**src/rtl/mb_hsk_pkg.sv**
```systemverilog
// Shared types, limits and helpers for the mb_hsk_rx toggle-handshake receiver.
package mb_hsk_pkg;

    typedef enum logic {
        ST_IDLE = 1'b0,
        ST_HOLD = 1'b1
    } ch_state_t;

    localparam int NSYNC_MIN = 2;
    localparam int NSYNC_MAX = 4;

    // Bits needed to count 0..value-1, never less than one bit.
    function automatic int clog2(input int value);
        int r;
        r = 0;
        for (int v = value - 1; v > 0; v = v >> 1) begin
            r++;
        end
        return (r < 1) ? 1 : r;
    endfunction

endpackage

```
**src/rtl/mb_hsk_rx_sync_chain.sv**
```systemverilog
// Single-bit NSYNC-deep synchroniser with synchronous active-high reset.
module sync_chain
    import mb_hsk_pkg::*;
#(
    parameter int NSYNC = NSYNC_MIN
) (
    input  logic i_clock,
    input  logic i_reset,
    input  logic i_d,
    output logic o_q
);

    logic [NSYNC-1:0] ff_q;

    always_ff @(posedge i_clock) begin
        if (i_reset) begin
            ff_q <= '0;
        end else begin
            ff_q <= {ff_q[NSYNC-2:0], i_d};
        end
    end

    assign o_q = ff_q[NSYNC-1];

endmodule

```
**src/rtl/mb_hsk_rx.sv**
```systemverilog
// Destination side of a multi-channel toggle-handshake CDC: sync, capture, valid/ready, ack toggle.
// Optional per-channel accepted-transfer counters are enabled by defining MB_HSK_RX_STATS_EN.
module mb_hsk_rx
    import mb_hsk_pkg::*;
#(
    parameter int NB     = 8,
    parameter int NCH    = 2,
    parameter int NSYNC  = 2,
    parameter int NB_CNT = 16
) (
    input  logic                  i_clock,
    input  logic                  i_reset,
    input  logic [NCH-1:0]        i_req_tgl,
    input  logic [NCH*NB-1:0]     i_data,
    output logic [NCH*NB-1:0]     o_data,
    output logic [NCH-1:0]        o_valid,
    input  logic [NCH-1:0]        i_ready,
    output logic [NCH-1:0]        o_ack_tgl,
    output logic [NCH-1:0]        o_overrun,
    output logic                  o_init_done,
    output logic [NCH*NB_CNT-1:0] o_xfer_cnt
);

    localparam int            PW         = clog2(NSYNC + 1);
    localparam logic [PW-1:0] PRIME_LAST = PW'(NSYNC);
    localparam logic [PW-1:0] PRIME_ONE  = PW'(1);

    if (NSYNC < NSYNC_MIN || NSYNC > NSYNC_MAX) begin : g_bad_nsync
        $error("mb_hsk_rx: NSYNC out of range 2..4");
    end

    logic [PW-1:0] prime_q;
    logic          init_done_q;

    // Priming lets the edge-detect copies settle on whatever level the source already holds.
    always_ff @(posedge i_clock) begin
        if (i_reset) begin
            prime_q     <= '0;
            init_done_q <= 1'b0;
        end else if (!init_done_q) begin
            if (prime_q == PRIME_LAST) begin
                init_done_q <= 1'b1;
            end else begin
                prime_q <= prime_q + PRIME_ONE;
            end
        end
    end

    assign o_init_done = init_done_q;

    for (genvar c = 0; c < NCH; c++) begin : g_ch
        logic            sync_out;
        logic            dly_q;
        logic            req_edge;
        logic            capture;
        logic            accept;
        logic            ovr_set;
        ch_state_t       state_q;
        ch_state_t       state_d;
        logic [NB-1:0]   data_q;
        logic            ack_q;
        logic            ovr_q;

        sync_chain #(
            .NSYNC (NSYNC)
        ) u_sync (
            .i_clock (i_clock),
            .i_reset (i_reset),
            .i_d     (i_req_tgl[c]),
            .o_q     (sync_out)
        );

        assign req_edge = sync_out ^ dly_q;

        always_comb begin
            state_d = state_q;
            capture = 1'b0;
            accept  = 1'b0;
            ovr_set = 1'b0;
            case (state_q)
                ST_IDLE: begin
                    if (req_edge && init_done_q) begin
                        capture = 1'b1;
                        state_d = ST_HOLD;
                    end
                end
                ST_HOLD: begin
                    // A new edge here means the source toggled before seeing ack.
                    ovr_set = req_edge;
                    if (i_ready[c]) begin
                        accept  = 1'b1;
                        state_d = ST_IDLE;
                    end
                end
                default: state_d = ST_IDLE;
            endcase
        end

        always_ff @(posedge i_clock) begin
            if (i_reset) begin
                state_q <= ST_IDLE;
                dly_q   <= 1'b0;
                data_q  <= '0;
                ack_q   <= 1'b0;
                ovr_q   <= 1'b0;
            end else begin
                state_q <= state_d;
                dly_q   <= sync_out;
                if (capture) begin
                    data_q <= i_data[c*NB +: NB];
                end
                if (accept) begin
                    ack_q <= ~ack_q;
                end
                if (ovr_set) begin
                    ovr_q <= 1'b1;
                end
            end
        end

        assign o_data[c*NB +: NB] = data_q;
        assign o_valid[c]         = (state_q == ST_HOLD);
        assign o_ack_tgl[c]       = ack_q;
        assign o_overrun[c]       = ovr_q;

`ifdef MB_HSK_RX_STATS_EN
        localparam logic [NB_CNT-1:0] CNT_ONE = NB_CNT'(1);
        logic [NB_CNT-1:0] cnt_q;

        always_ff @(posedge i_clock) begin
            if (i_reset) begin
                cnt_q <= '0;
            end else if (accept) begin
                cnt_q <= cnt_q + CNT_ONE;
            end
        end

        assign o_xfer_cnt[c*NB_CNT +: NB_CNT] = cnt_q;
`else
        assign o_xfer_cnt[c*NB_CNT +: NB_CNT] = '0;
`endif
    end

endmodule

```
**config.mk**
```make
export PLATFORM = sky130hd
export DESIGN_NAME = mb_hsk_rx
export DESIGN_NICKNAME = d
export VERILOG_FILES = /design/src/rtl/mb_hsk_pkg.sv /design/src/rtl/mb_hsk_rx_sync_chain.sv /design/src/rtl/mb_hsk_rx.sv
export SDC_FILE = /design/constraint.sdc
export NUM_CORES = 1
export LEC_CHECK = 0
export BUFFER_PORTS_ARGS = -buffer_cell sky130_fd_sc_hd__clkbuf_2
export CAP_MARGIN = 0
export CORE_ASPECT_RATIO = 1.2
export CORE_MARGIN = 5
export CORE_UTILIZATION = 45
export CTS_CLUSTER_DIAMETER = 100
export DETAILED_ROUTE_END_ITERATION = 12
export PLACE_DENSITY_LB_ADDON = 0.25
export SLEW_MARGIN = 20
export SYNTH_ARGS = -nofsm -noshare
export SYNTH_HDL_FRONTEND = slang
export SYNTH_SLANG_ARGS = --single-unit
export TNS_END_PERCENT = 1
```
**constraint.sdc**
```tcl
create_clock -name i_clock -period 1.5 [get_ports i_clock]
set_input_delay 0.075 -clock i_clock [delete_from_list [all_inputs] [get_ports i_clock]]
set_output_delay 0.075 -clock i_clock [all_outputs]
set_load 0.01 [all_outputs]
```
==> impl_metrics.yaml <==
yosys:
  synthMuxAreaShare: 0.1053
  ys_ff_latch: 31
  yosysUniqueCellTypes: 20
  synthTopCellsByCount: "buf_4, nand2b_1, dfxtp_1"
  synth_simple_gate_area_share: 0.2041
  avgSynthCellArea_um2: 9.683
  synth-compound-area-share: 0.02469
  syn_area_um2: 1520
  synth_fa_ha_area_frac: 0.008230
  synth_top_area_share: 0.4082
  synthCells: 157
  synth_top_family_by_area: "buffers and inverters"
  synthTopCellsByArea: "dfxtp_1, buf_4, nand2b_1, mux2i_1, nor2b_1"
  yosys.area.top_type: "dfxtp_1"
  synth-xor-area-share: 0.02881
  seq_area_frac_synth: 0.4082
  ys.flop_type: "dfxtp_1"
  yosys_warnings: 0
  async_reset_ff_frac: 0
  synth-edff-count: 0
  synth.most_common_cell: "buf_4"
final_layout:
  area_growth_pct: 9.465
  antenna_cells: 0
  ff_latch_area_um2: 620.6
  multi_input_area_um2: 684.4
  final_area_um2: 1664
  nFillCells: 326
  layout-drive-gt1-share: 0.2704
  final_net_count: 218
placed_design:
  placedInstanceArea_um2: 1583
  dp_hpwl_um: 2000
  port_buffers: 44
  gp_congestion: 0.7061
die:
  die_w_um: 63.06
  io_pins: 77
  die_y_um: 73.67
  coreArea_um2: 3309
  start_util: 0.4594
  die_area_um2: 4646
  rows: 23
critical_path:
  start_kind: "flop"
  r2r_slack_ns: 0.17
  cp-end-kind: "flop"
  worstPathArrival_ns: 1.54
  crit_type: "flop to flop"
  r2r_start: "g_ch[0].u_sync.ff_q[1]$_SDFF_PP0_"
  critPathRequiredTime_ns: 1.71
  cp_max_fo: 9
  critPathLaunch: "g_ch[0].u_sync.ff_q[1]$_SDFF_PP0_"
global_routing:
  grt_max_degree: 48
  grt_pass1_vias: 965
  grt_overflow: 0
  antenna_found_initial: 0
  grt_usage: 0.1148
  grt_pass1_wl_um: 4133
sta:
  setup_viol: 0
  period_minus_slack_ns: 1.335
  finalMaxSlewViolations: 0
  slew-limit-headroom: 0.5471
  rsz0062_at_grt: "no"
  fin_tns_setup_ns: 0
  finClkSkew_ns: 0.004143
  fmax_mhz: 749.1
  hold_viol: 0
  period_share: 0.8899
  worstMarginPinSlew_ns: 0.6793
pwr:
  vdd_drop_max_mv: 0.5982
  p_sw_frac: 0.2633
  power_frac_clock: 0.338
  p_int_mw: 1.327
  p_switching_mw: 0.4743
  seq_power_share: 0.507
  combPwrFrac: 0.154
  p_leak_nw: 0.8014
  powerDensity_nw_per_um2: 1082
drt:
  routed-wl-met3_um: 248
  wl_per_cell_um: 11.36
  drtIter0Drc: 28
  first_pass_iters: 3
  routed_via_density: 4.223
  totalWireLength_um: 2647
  met2_wirelength_um: 1345
  top_layer: "met4"
  via_count: 984
  drc: 0
  ant_nets: 0
  met1_length_um: 1006
clock_network:
  cts_num_sinks: 31
  tritoncts: "done"
  hold_buffers: 0
  cts-resized-gates: 0
  clk_latency_ns: 0.27
  htreeDepth: 2
  clockBufferDepth: 2
  path_clk_slew_ns: 0.06
  post_cts_buffers: 0
  cts_made_buffers: 5
  root_buffer: "clkbuf_8"
run:
  max-cap-violations: 0
run_status:
  status: "finished, final reports clean"
worst_hold_path:
  hp-class: "input pin to flop"
  min_from: "i_req_tgl[0]"
path summary, 6_finish.rpt:
path         cells past startpoint                                end
max                              3     g_ch[0].data_q[5]$_SDFFE_PP0P_
min                              2  g_ch[0].u_sync.ff_q[0]$_SDFF_PP0_
max reg2reg                      3     g_ch[0].data_q[5]$_SDFFE_PP0P_
min reg2reg                      1  g_ch[0].u_sync.ff_q[1]$_SDFF_PP0_
critical path, stage by stage (launching register included):
cell and delay [ns]:
dfxtp_1 0.33, xor2_1 0.18, and3b_1 0.51, mux2i_1 0.24
cell type report:
type                       instances  share of cell area
clock buffer                       7             0.04586
clock inverter                     1            0.003008
inverter                           1            0.002256
multi-input combinational        111              0.4113
sequential                        31              0.3729
tap                               37             0.02782
timing repair buffer              45              0.1368
power groups by stage:
stage | clock [mW] | sequential [mW] | combinational, mW
6_report | 0.610 | 0.913 | 0.278
5_1_grt | 0.679 | 0.922 | 0.314
4_1_cts | 0.640 | 0.914 | 0.283
3_5_place_dp | 0 | 0.932 | 0.281
3_3_place_gp | 0 | 0.929 | 0.266
2_1_floorplan | 0 | 0.935 | 0.263
sequential cells by signal, indices dropped and copies added, names as in the netlist:
signal            count
g_ch.data_q          16
g_ch.u_sync.ff_q      4
g_ch.ack_q            2
g_ch.dly_q            2
g_ch.ovr_q            2
g_ch.state_q          2
prime_q               2
o_init_done           1
per-layer routing:
layer  vias up  track usage
li1        493            -
met1       441       0.1161
met2        45       0.2007
met3         5      0.04587
met4         0      0.06368
met5         -            0
cells by family (layout without fill, tap and decap cells):
kind of cell / Yosys count / count (layout)
other cells: 1 / 32
xor+xnor: 5 / 5
fa+ha+maj: 1 / 1
simple gates: 52 / 52
mux: 16 / 16
flops: 31 / 31
compound gates: 5 / 5
buf+inv: 46 / 54
layout by cell type (no fill, tap or decap), drive strengths merged, types with 2 or more instances in the layout:
| cell type | instances |
|---|---|
| nand2b | 32 |
| xor2 | 4 |
| o21ba | 2 |
| conb | 32 |
| dfxtp | 31 |
| nor2b | 8 |
| mux2i | 16 |
| nor2 | 8 |
| and3b | 2 |
| nand2 | 2 |
| clkbuf | 51 |
| a21oi | 2 |
metrics by stage:
step	hold slack, ns	power [mW]	std cells	setup slack, ns	utilization
2_1_floorplan	0.2032	1.197	188	0.4306	-
3_3_place_gp	0.2924	1.195	225	0.2343	0.4783
3_5_place_dp	0.3033	1.213	225	0.1799	0.4783
4_1_cts	0.009989	1.837	233	0.1482	0.5028
5_1_grt	0.02080	1.915	233	0.04110	0.5028
6_report	0.01439	1.801	233	0.1651	0.5028
Note: power is estimated with default switching activity, not from simulation.
